## src/rtl/cnn_pkg.sv

```systemverilog
// Shared defaults and beat layout for the conv line-buffer path.
// Both the sliding-window side and the output collector import this package.
package cnn_pkg;
    localparam int DEFAULT_ACC_WIDTH  = 20;
    localparam int DEFAULT_WORD_SIZE  = 8;
    localparam int DEFAULT_ROW_SIZE   = 10;
    localparam int DEFAULT_IMG_ROWS   = 10;
    localparam int DEFAULT_KERNEL     = 3;
    localparam int DEFAULT_SHIFT      = 4;
    localparam int DEFAULT_FIFO_DEPTH = 4;

    typedef struct packed {
        logic [DEFAULT_WORD_SIZE-1:0] data;
        logic                         sof;
        logic                         eol;
        logic                         eof;
    } out_beat_t;
endpackage

```

## src/rtl/sync_fifo.sv

```systemverilog
// Show-ahead synchronous FIFO: RAM array with a registered head word and write-through
// bypass when the word being written becomes the new head.
module sync_fifo #(
    parameter int WIDTH = 11,
    parameter int DEPTH = 4
) (
    input  logic             clk,
    input  logic             rst,
    input  logic             wr_en_i,
    input  logic [WIDTH-1:0] wr_data_i,
    output logic             full_o,
    input  logic             rd_en_i,
    output logic [WIDTH-1:0] rd_data_o,
    output logic             empty_o
);
    localparam int AW = $clog2(DEPTH);

    logic [WIDTH-1:0] mem_q [DEPTH];
    logic [WIDTH-1:0] rd_data_q;
    logic [AW:0]      wr_ptr_q, wr_ptr_d;
    logic [AW:0]      rd_ptr_q, rd_ptr_d;
    logic             wr_fire, rd_fire, empty_d, head_bypass;

    assign empty_o   = (wr_ptr_q == rd_ptr_q);
    assign full_o    = (wr_ptr_q[AW] != rd_ptr_q[AW]) && (wr_ptr_q[AW-1:0] == rd_ptr_q[AW-1:0]);
    assign rd_data_o = rd_data_q;

    assign wr_fire     = wr_en_i && !full_o;
    assign rd_fire     = rd_en_i && !empty_o;
    assign wr_ptr_d    = wr_ptr_q + (AW+1)'(wr_fire);
    assign rd_ptr_d    = rd_ptr_q + (AW+1)'(rd_fire);
    assign empty_d     = (wr_ptr_d == rd_ptr_d);
    assign head_bypass = wr_fire && (wr_ptr_q[AW-1:0] == rd_ptr_d[AW-1:0]);

    always_ff @(posedge clk) begin
        if (wr_fire) begin
            mem_q[wr_ptr_q[AW-1:0]] <= wr_data_i;
        end
    end

    // Head only reloads when something remains, so outputs hold their last value when empty.
    always_ff @(posedge clk) begin
        if (rst) begin
            wr_ptr_q  <= '0;
            rd_ptr_q  <= '0;
            rd_data_q <= '0;
        end else begin
            wr_ptr_q <= wr_ptr_d;
            rd_ptr_q <= rd_ptr_d;
            if (!empty_d) begin
                rd_data_q <= head_bypass ? wr_data_i : mem_q[rd_ptr_d[AW-1:0]];
            end
        end
    end
endmodule

```

## src/rtl/conv_out_collector.sv

```systemverilog
// Drain side of the conv path: tracks input raster position, keeps only full-window results,
// requantises them and streams the output feature map with sof/eol/eof framing.
module conv_out_collector
    import cnn_pkg::*;
#(
    parameter int ACC_WIDTH  = DEFAULT_ACC_WIDTH,
    parameter int WORD_SIZE  = DEFAULT_WORD_SIZE,
    parameter int ROW_SIZE   = DEFAULT_ROW_SIZE,
    parameter int IMG_ROWS   = DEFAULT_IMG_ROWS,
    parameter int KERNEL     = DEFAULT_KERNEL,
    parameter int SHIFT      = DEFAULT_SHIFT,
    parameter int FIFO_DEPTH = DEFAULT_FIFO_DEPTH
) (
    input  logic                 clk,
    input  logic                 rst,
    input  logic                 in_valid,
    output logic                 in_ready,
    input  logic [ACC_WIDTH-1:0] in_data,
    output logic                 out_valid,
    input  logic                 out_ready,
    output logic [WORD_SIZE-1:0] out_data,
    output logic                 out_sof,
    output logic                 out_eol,
    output logic                 out_eof,
    output logic                 frame_done
);
    localparam int CW = (ROW_SIZE > 1) ? $clog2(ROW_SIZE) : 1;
    localparam int RW = (IMG_ROWS > 1) ? $clog2(IMG_ROWS) : 1;
    localparam int BW = WORD_SIZE + 3;

    localparam logic [CW-1:0] COL_FIRST = CW'(KERNEL - 1);
    localparam logic [CW-1:0] COL_LAST  = CW'(ROW_SIZE - 1);
    localparam logic [RW-1:0] ROW_FIRST = RW'(KERNEL - 1);
    localparam logic [RW-1:0] ROW_LAST  = RW'(IMG_ROWS - 1);
    localparam logic signed [ACC_WIDTH-1:0] SAT_MAX = ACC_WIDTH'((1 << WORD_SIZE) - 1);

    // Arithmetic shift rounds toward -inf, then clamp into the unsigned output range.
    function automatic logic [WORD_SIZE-1:0] requant(input logic signed [ACC_WIDTH-1:0] acc);
        logic signed [ACC_WIDTH-1:0] v;
        v = acc >>> SHIFT;
        if (v[ACC_WIDTH-1]) begin
            return '0;
        end else if (v > SAT_MAX) begin
            return '1;
        end
        return v[WORD_SIZE-1:0];
    endfunction

    logic [CW-1:0] col_q, col_d;
    logic [RW-1:0] row_q, row_d;
    logic          frame_done_q;
    logic          fifo_full, fifo_empty;
    logic          in_xfer, keep, beat_sof, beat_eol, beat_eof;
    logic [BW-1:0] wr_beat, rd_beat;

    assign in_ready = !fifo_full;
    assign in_xfer  = in_valid && in_ready;
    assign keep     = (col_q >= COL_FIRST) && (row_q >= ROW_FIRST);
    assign beat_sof = (col_q == COL_FIRST) && (row_q == ROW_FIRST);
    assign beat_eol = (col_q == COL_LAST);
    assign beat_eof = beat_eol && (row_q == ROW_LAST);
    assign wr_beat  = {requant(in_data), beat_sof, beat_eol, beat_eof};

    always_comb begin
        col_d = col_q;
        row_d = row_q;
        if (in_xfer) begin
            if (col_q == COL_LAST) begin
                col_d = '0;
                row_d = (row_q == ROW_LAST) ? '0 : row_q + RW'(1);
            end else begin
                col_d = col_q + CW'(1);
            end
        end
    end

    always_ff @(posedge clk) begin
        if (rst) begin
            col_q        <= '0;
            row_q        <= '0;
            frame_done_q <= 1'b0;
        end else begin
            col_q        <= col_d;
            row_q        <= row_d;
            frame_done_q <= out_valid && out_ready && out_eof;
        end
    end

    sync_fifo #(
        .WIDTH (BW),
        .DEPTH (FIFO_DEPTH)
    ) u_fifo (
        .clk       (clk),
        .rst       (rst),
        .wr_en_i   (in_xfer && keep),
        .wr_data_i (wr_beat),
        .full_o    (fifo_full),
        .rd_en_i   (out_ready),
        .rd_data_o (rd_beat),
        .empty_o   (fifo_empty)
    );

    assign out_valid  = !fifo_empty;
    assign out_data   = rd_beat[BW-1:3];
    assign out_sof    = rd_beat[2];
    assign out_eol    = rd_beat[1];
    assign out_eof    = rd_beat[0];
    assign frame_done = frame_done_q;
endmodule

```

## config.mk

```make
export PLATFORM = sky130hd
export DESIGN_NAME = conv_out_collector
export DESIGN_NICKNAME = d
export VERILOG_FILES = /design/src/rtl/cnn_pkg.sv /design/src/rtl/sync_fifo.sv /design/src/rtl/conv_out_collector.sv
export SDC_FILE = /design/constraint.sdc
export NUM_CORES = 1
export LEC_CHECK = 0
export ABC_AREA = 1
export CAP_MARGIN = 10
export CORE_AREA = 4 4 104 106
export CTS_CLUSTER_DIAMETER = 100
export DETAILED_ROUTE_END_ITERATION = 10
export DIE_AREA = 0 0 108 110
export MAX_ROUTING_LAYER = met4
export PLACE_DENSITY = 0.62
export SKIP_LAST_GASP = 1
export SYNTH_ARGS = -nofsm -noshare
export SYNTH_HDL_FRONTEND = slang
export SYNTH_HIERARCHICAL = 1
export SYNTH_SLANG_ARGS = --single-unit
```

## constraint.sdc

```tcl
create_clock -name clk -period 3.3 [get_ports clk]
set_clock_uncertainty 0.2 [all_clocks]
set_input_delay 0.33 -clock clk [delete_from_list [all_inputs] [get_ports clk]]
set_output_delay 0.33 -clock clk [all_outputs]
set_load 0.01 [all_outputs]
```

==> impl.org, run 1 <==
** Critical path
- Req. time, crit path :: 3340 ps
- Critical path origin :: u_fifo/wr_ptr_q[1]
- Of all nets on the critical path, the largest fanout is 11.
- Element type at the critical path start :: register
- Startpoint of the lowest-slack register-to-register path :: u_fifo/wr_ptr_q[1]
- The worst setup path is captured at a register.
- Depth of the most critical reg-to-reg path :: 20
- The critical path is of the reg -> reg type.
- For the worst setup path, the data arrival time is roughly 3000 ps.

** Die
- Standard-cell row count :: 36
- Starting Density :: 35.0%
- Number of top-level pins :: 38
- Die Wd :: 108 um
- Vertical die dimension :: 110 um
- Area of the die :: 11900 sq um
- Core outline area :: 9770 sq um

** Detailed routing
- Before antenna repair, the detailed router went through 4 iterations.
- Routed wirelength normalized by instance count :: 12.3 um
- Wire length reported by the detailed router :: 7200 um
- Count of antenna-violating nets left after detailed routing :: 0
- Via count :: about 2700
- Average vias per placed instance :: 4.53
- In this run, the number of DRC markers left after iteration 0 of detailed routing was 129.
- Residual DRC :: 0

** Logic synthesis
- Top-area cell type share of the netlist area :: 38.7%
- The mapped netlist covers 3420 sq um.
- Mean instance size in the synthesized netlist :: approximately 8.4 sq um
- Yosys printed 6 warnings.
- The number of nets in the synthesized netlist is 434.
- Sequential cell area fraction in the yosys report :: a little over half
- Number of library cell types mapped by synthesis :: 32
- Yosys mapped a number of flops with a built-in enable equal to 44.
- Counting instances in the post-synthesis netlist gives the leading cell types as sky130_fd_sc_hd__nand2_1, sky130_fd_sc_hd__inv_1, sky130_fd_sc_hd__nor2_1.
- Ys flop type :: sky130_fd_sc_hd__edfxtp_1
- Yosys attributes the largest share of cell area to sky130_fd_sc_hd__edfxtp_1, sky130_fd_sc_hd__dfxtp_1, sky130_fd_sc_hd__nand2_1, sky130_fd_sc_hd__inv_1, sky130_fd_sc_hd__nor2_1.
- Seq cells post-synth :: 70
- Summed over all instances, the cell type with the most area after synthesis is sky130_fd_sc_hd__edfxtp_1.
- Most frequent cell after synthesis :: sky130_fd_sc_hd__nand2_1
- Synthesis produced 406 cells.
- Share of flip-flops with an asynchronous set or reset :: 0%

** Global routing
- Global routing consumed, over all layers together, 13.8% of the routing resources.
- The first global-routing pass estimated 12400 um of wire.
- Number of global-route vias before repair :: 2567
- The total overflow left after global routing is 0.
- The number of antenna violations at the first check in global routing was 0.
- Maximum number of pins on one net before global-route repair :: 24

** STA
- Minimum clock period :: 2910 ps
- Setup violations remaining at the end of the flow were counted as 0.
- Pins over their slew limit :: 0
- Slack of the critical path :: around 400 ps
- Final Cycle Share :: 88.1%
- Max transition margin :: 50.6%
- Across all hold checks on the routed design, the worst slack comes to 269 ps.
- At the pin with the least slew margin, the transition time is 734 ps.
- Based on the critical path, the design can be clocked at up to ~0.34 GHz.
- Hold Vio Cnt, Final :: 0
- RSZ-0062 raised after global routing :: no
- After routing, the total negative slack on setup checks comes to 0 ps.

** Clock tree
- Clock network latency to the later pin of the worst-skew pair :: 340 ps
- Post-CTS setup repair buffer count :: 0
- The clock passes through at most 2 buffers.
- Clock-pin slew was measured on the worst setup and hold paths at roughly 70 ps.
- CTS tree :: built
- Clk sink count :: 70
- The number of clock buffers added by TritonCTS is 9.
- The number of gates resized after CTS was 0.
- The H-tree was split into 3 levels.
- After clock tree synthesis, the flow added hold-fix buffers numbering 0.
- Clk Tree Root Cell :: sky130_fd_sc_hd__clkbuf_8

** Power
- Clock network fraction of design power :: a little over two fifths
- Internal power :: 1.38 mW
- Of the total power, the share spent switching nets is 20.3%.
- The analysis attributes to cell leakage a power of roughly 1.9 nW.
- Overall power consumption after layout is estimated at between 1.5 and 2 mW.
- Combinational Power Share :: 3.3%
- For this design the total switching power over the nets is 0.350 mW.
- For this design the ratio of total power to cell area is 418 nW/um^2.
- IR analysis of the VDD net gives a maximum drop of 0.000159 V.
- Share of power burned in registers :: 53.8%

** Placement
- Setup Slack @ Placement :: 347 ps
- The wire-length estimate of the detail-placed layout is 4930 um.
- Number of buffers inserted by port buffering :: 33
- Routability-driven placement finished with a final weighted congestion of 0.791.
- Counting tap cells, the placed design contains a total of 570 instances.
- Summing all placed instances gives a cell area of between 3000 and 4000 sq um.

** Cells and area
- The repair_antennas step left the layout with diodes totalling 0.
- Of the cells placed in the final design, the portion with a size suffix greater than 1 is 11.5%.
- Area of combinational cells with multiple inputs :: between 1000 and 1500 sq um
- Filler Cell Count :: 967
- Util after Layout :: 42.3%
- Excluding fillers, the count of instances in the completed layout stands at 586.
- Final Cell Area :: 4140 sq um
- Flip-flop and latch area :: 1840 sq um
- Net count, final :: 476
- Area growth, synth to finish :: 21.0%

** Job
- Max-capacitance violation count :: 0

** Hold path
- Counting instances, the worst hold path has a depth of 2.
- The startpoint identified for the worst hold timing path is u_fifo/rd_data_o[0].
- Tightest Hold Check Type :: reg -> reg

** Run status
- The run finished with clean final reports.
registers in the layout, summed over array words and instances, names as in the netlist:
| name | flops |
|---|---|
| u_fifo/mem_q | 44 |
| u_fifo/rd_data_o | 11 |
| col_q | 4 |
| row_q | 4 |
| u_fifo/rd_ptr_q | 3 |
| u_fifo/wr_ptr_q | 3 |
| frame_done | 1 |
logic make-up (layout without fill, tap and decap cells):
family          Yosys count  after routing  synth area share, %
buf+inv                  88            135                 10.7
flops                    70             70                 53.9
compound gates           50             50                 7.47
simple gates            188            188                 24.9
fa+ha+maj                 4              4                 1.46
xor+xnor                  6              6                 1.54
worst paths after layout:
| kind | end | slack, ps |
|---|---|---|
| max | u_fifo/rd_data_o[0] | 390 |
| min reg2reg | frame_done | 270 |
| min | frame_done | 270 |
| max reg2reg | u_fifo/rd_data_o[0] | 390 |
layout make-up:
cell class | instances | share of cell area [%]
flip-flops and latches | 70 | 44.5
clock inverters | 6 | 2.06
inverters | 73 | 6.65
repair buffers | 46 | 10.3
well taps | 133 | 4.02
multi-input cells | 248 | 29.3
clock buffers | 10 | 3.09
routing by layer:
layer  track usage, %  wire (um)
met5                -          0
met4             6.67         65
met3             2.15        390
met2             21.2       3390
met1             18.1       3360
power groups by stage:
stage | combinational, mW | sequential, mW | clock (mW)
after CTS | 0.0573 | 0.930 | 0.763
after detailed placement | 0.0571 | 0.950 | 0
after floorplan | 0.0241 | 0.949 | 0
after global placement | 0.0556 | 0.949 | 0
final | 0.0567 | 0.930 | 0.743
after global routing | 0.0636 | 0.930 | 0.797
worst max-delay path, stage by stage (launching register included):
cell and delay [ps]:
sky130_fd_sc_hd__dfxtp_1 460, sky130_fd_sc_hd__inv_2 100, sky130_fd_sc_hd__nand2_1 70, sky130_fd_sc_hd__nand2_1 70, sky130_fd_sc_hd__nand3_2 80, sky130_fd_sc_hd__inv_1 80, sky130_fd_sc_hd__inv_1 90, sky130_fd_sc_hd__nand2_1 80
sky130_fd_sc_hd__nor2_1 170, sky130_fd_sc_hd__nand2_1 140, sky130_fd_sc_hd__inv_1 80, sky130_fd_sc_hd__ha_1 140, sky130_fd_sc_hd__ha_1 250, sky130_fd_sc_hd__xor2_1 150, sky130_fd_sc_hd__nor2_1 160, sky130_fd_sc_hd__buf_4 210
sky130_fd_sc_hd__nand3_1 90, sky130_fd_sc_hd__nand2_1 60, sky130_fd_sc_hd__inv_1 40, sky130_fd_sc_hd__nand2_1 50, sky130_fd_sc_hd__inv_1 40
cells in the final DEF, fill, tap and decap left out, types with 6 or more instances in the layout:
| master | instances |
|---|---|
| sky130_fd_sc_hd__buf_4 | 13 |
| sky130_fd_sc_hd__clkbuf_8 | 9 |
| sky130_fd_sc_hd__clkdlybuf4s50_1 | 33 |
| sky130_fd_sc_hd__dfxtp_1 | 26 |
| sky130_fd_sc_hd__edfxtp_1 | 44 |
| sky130_fd_sc_hd__inv_1 | 62 |
| sky130_fd_sc_hd__inv_2 | 9 |
| sky130_fd_sc_hd__nand2_1 | 75 |
| sky130_fd_sc_hd__nand3_1 | 26 |
| sky130_fd_sc_hd__nand4_1 | 12 |
| sky130_fd_sc_hd__nor2_1 | 54 |
| sky130_fd_sc_hd__nor3_1 | 6 |
| sky130_fd_sc_hd__o21ai_0 | 31 |
| sky130_fd_sc_hd__o21ai_1 | 13 |
Note: power is estimated with default switching activity, not from simulation.
==> run 2, diff against run 1 <==
- SLEW_MARGIN: not set -> 20
==> results of run 2 <==
Final layout, timing and power as in run 1 (identical DEF).
==> run 3, diff against run 2 <==
- CORE_AREA: 4 4 104 106 -> 4 4 84 86
- DIE_AREA: 0 0 108 110 -> 0 0 88 90
- PLACE_DENSITY: 0.62 -> 0.84
- clock period: 3.3 -> 2.7 ns (I/O delays scaled with it)
==> impl.org, run 3 (synthesis gave the netlist of run 1 again) <==
** Die
- Area of the die :: 7920 sq um
- The initial utilization of the core area, before any placement, comes to 54.5%.
- Vertical die dimension :: ~90 um
- 38 I/O pins were placed.
- The initialized floorplan defines 29 standard-cell rows.
- The floorplan step set the die width to 88 um.
- Core outline area :: 6280 sq um

** Critical path
- Startpoint of the lowest-slack register-to-register path :: u_fifo/wr_ptr_q[0]
- Depth of the most critical reg-to-reg path :: 20
- The worst setup path is of the reg -> reg kind.
- The worst register-to-register path ends at u_fifo/rd_data_o[1].
- The worst setup path is launched from a register.
- Data on the critical path is required at its endpoint by 2750 ps.
- For the worst setup path, the data arrival time is 2650 ps.
- Worst R2R Setup Slack :: 100 ps
- STA classifies the critical path endpoint as a register.
- In this run the worst path has a maximum fanout of 6.

** Power
- Maximum VDD drop :: 0.000307 V
- Power spent charging and discharging nets :: 0.432 mW
- Dividing total power by cell area gives a power density of between 400 and 500 nW/um^2.
- Leakage :: 1.93 nW
- Clock network fraction of design power :: 37.5%
- Internal power comes to 1.49 mW.
- In this run, flip-flops and latches consume just under 60% of the power.
- The share of total power dissipated in combinational logic is roughly 3.6%.
- Net switching is 22.4% of the power.

** STA
- Final Cycle Share :: 96.3%
- Measured against its own limit, the worst slew margin works out to 52.9%.
- The worst path in the final design needs a cycle of 2600 ps, including I/O delays and setup.
- Setup violations remaining at the end of the flow were counted as 0.
- The number of max-slew violations in the final report came to 0.
- Hold Vio Cnt, Final :: 0
- For this run, the top clock speed supported by timing is 0.384 GHz.
- Final setup TNS :: 0 ps
- Actual slew at the worst max-slew pin :: 701 ps

** Clock tree
- Clock network latency to the later pin of the worst-skew pair :: 340 ps
- Clock tree synthesis selected as its root buffer the cell sky130_fd_sc_hd__clkbuf_8.
- In this run, CTS created clock tree buffers numbering 9.
- The clock tree synthesis step divided the H-tree into 3 levels.
- The longest clock path from root to sink contains 2 buffers.
- Clock tree synthesis found a total of 70 sinks.
- CTS tree :: built
- After clock tree synthesis, the clock-pin slew on the worst setup and hold paths is approximately 80 ps.
- Total of hold buffers inserted after clock tree synthesis :: 0

** Detailed routing
- Wire segments on met3 add up to 505 um in the final route.
- After detailed routing, the number of vias per cell comes to 5.17.
- Summing over every cut layer, the via total after detailed routing is between 2000 and 3000.
- In the final routed layout, each cell accounts on average for 13.3 um.
- Signal routing reaches up to met4.
- Residual DRC :: 0
- Detailed-routing wirelength on met1 :: 2960 um
- Met2 routed WL :: 3500 um
- After detailed routing, the total wire length is roughly 7000 um.
- Count of antenna-violating nets left after detailed routing :: 0
- 1st-iter DRT viols :: 230
- The first TritonRoute pass finished after 4 iterations.

** Cells and area
- Flip-flop and latch area :: 1860 sq um
- Share of post-route cells with drive strength above 1 :: between 10% and 20%
- The multi-input combinational cells in the finished layout cover a total of ~1400 sq um.
- Commonest cells after routing, fill and taps aside :: sky130_fd_sc_hd__nand2_1, sky130_fd_sc_hd__inv_1, sky130_fd_sc_hd__nor2_1
- For this run, the post-layout net count is 482.
- The repair_antennas step left the layout with diodes totalling 0.
- Area growth, synth to finish :: 23.8%
- Final Cell Area :: roughly 4200 sq um
- Filler Cell Count :: 476
- Most common cell after layout, fill and taps aside :: sky130_fd_sc_hd__nand2_1
- Largest register FFs :: 44

** Hold path
- Min-Delay Startpoint :: u_fifo/rd_data_o[0]
- The path with the worst hold slack has its endpoint at frame_done.
- The path class of the tightest hold or removal check is reg -> reg.
- Worst Hold Path Cells :: 2

** Placement
- Area post-placement :: 3960 sq um
- Detailed placement finished with a half-perimeter wire length of between 4000 and 5000 um.
- Number of buffers inserted by port buffering :: 33
- Gpl congestion :: 0.825

** Global routing
- Congestion Overflow GR :: 0
- The number of antenna violations at the first check in global routing is 0.
- The first global-routing pass estimated 11800 um of wire.
- Entering global routing, the biggest net connects 23 pins.
- For this run, the total global-route usage over all layers was measured as 19.5%.
- The via count of the first global-routing pass came to 2673.

** Run status
- Status :: complete, no violations

** Job
- Across the run, the number of max-cap violations was 0.
## run 3: cell count changes in the layout (fill, tap and decap cells not counted), sizes merged
cell      before  now
clkinvlp       1    2
clkinv         4    5
buf           13   19
bufinv         2    0
## run 3: worst max-delay path: stages, from the launching register on
cell	delay, ps
sky130_fd_sc_hd__dfxtp_4	380
sky130_fd_sc_hd__inv_2	50
sky130_fd_sc_hd__nand2_1	80
sky130_fd_sc_hd__nand2_2	70
sky130_fd_sc_hd__nand3_4	100
sky130_fd_sc_hd__inv_4	40
sky130_fd_sc_hd__inv_4	50
sky130_fd_sc_hd__nand2_4	50
sky130_fd_sc_hd__nor2_4	130
sky130_fd_sc_hd__nand2_4	70
sky130_fd_sc_hd__inv_2	70
sky130_fd_sc_hd__ha_4	130
sky130_fd_sc_hd__ha_4	200
sky130_fd_sc_hd__xor2_1	150
sky130_fd_sc_hd__nor2_2	220
sky130_fd_sc_hd__buf_4	210
sky130_fd_sc_hd__nand3_2	80
sky130_fd_sc_hd__nand2_1	70
sky130_fd_sc_hd__inv_1	40
sky130_fd_sc_hd__nand2_1	50
sky130_fd_sc_hd__inv_1	30
## run 3: power groups by stage
stage          sequential (mW)  combinational, mW  clock [mW]
2_1_floorplan             1.16             0.0302           0
3_3_place_gp              1.16             0.0662           0
3_5_place_dp              1.16             0.0687           0
4_1_cts                   1.14             0.0689       0.735
5_1_grt                   1.13             0.0755       0.786
6_report                  1.13             0.0688       0.722
## run 3: cell type report
class / instances / area share [%]
Sequential cell: 70 / 43.8
Inverter: 73 / 6.68
Clock inverter: 6 / 0.887
Tap cell: 77 / 2.28
Timing Repair Buffer: 52 / 11.4
Clock buffer: 10 / 3.02
Multi-Input combinational cell: 248 / 32.0
## run 3: worst max path at each step
stage          slack [ps]              endpoint               start
5_1_grt               -40   u_fifo/rd_data_o[1]  u_fifo/wr_ptr_q[0]
6_report              100   u_fifo/rd_data_o[1]  u_fifo/wr_ptr_q[0]
3_3_place_gp           60   u_fifo/rd_data_o[1]  u_fifo/wr_ptr_q[1]
2_1_floorplan           3   u_fifo/rd_data_o[0]  u_fifo/wr_ptr_q[1]
4_1_cts                20  u_fifo/rd_data_o[10]  u_fifo/wr_ptr_q[1]
3_5_place_dp           -9   u_fifo/rd_data_o[3]  u_fifo/wr_ptr_q[1]
## run 3: routing by layer
metal  GRT usage [%]  vias up
li1                -     1402
met1            23.2     1249
met2            31.5      106
met3            4.02       14
met4            8.82        0
met5               -        -
## run 3: what timing repair did
item / CTS / global route
setup endpoints to repair: 11 / 11
cloned: 0 / 1
pin swaps: 0 / 4
buffers inserted: 0 / 4
resized for setup: 3 / 17
## run 3: through the flow
| stage | total power [mW] | util (%) | worst slack, ps | hold WS, ps | std cells |
|---|---|---|---|---|---|
| after floorplan | 1.19 | - | 3.32 | 132 | 406 |
| after global placement | 1.23 | 63.1 | 58.5 | 247 | 515 |
| after detailed placement | 1.23 | 63.1 | -8.62 | 257 | 515 |
| after CTS | 1.94 | 65.9 | 18.6 | 270 | 531 |
| after global routing | 1.99 | 67.4 | -38.9 | 293 | 536 |
| final | 1.92 | 67.4 | 99.0 | 268 | 536 |
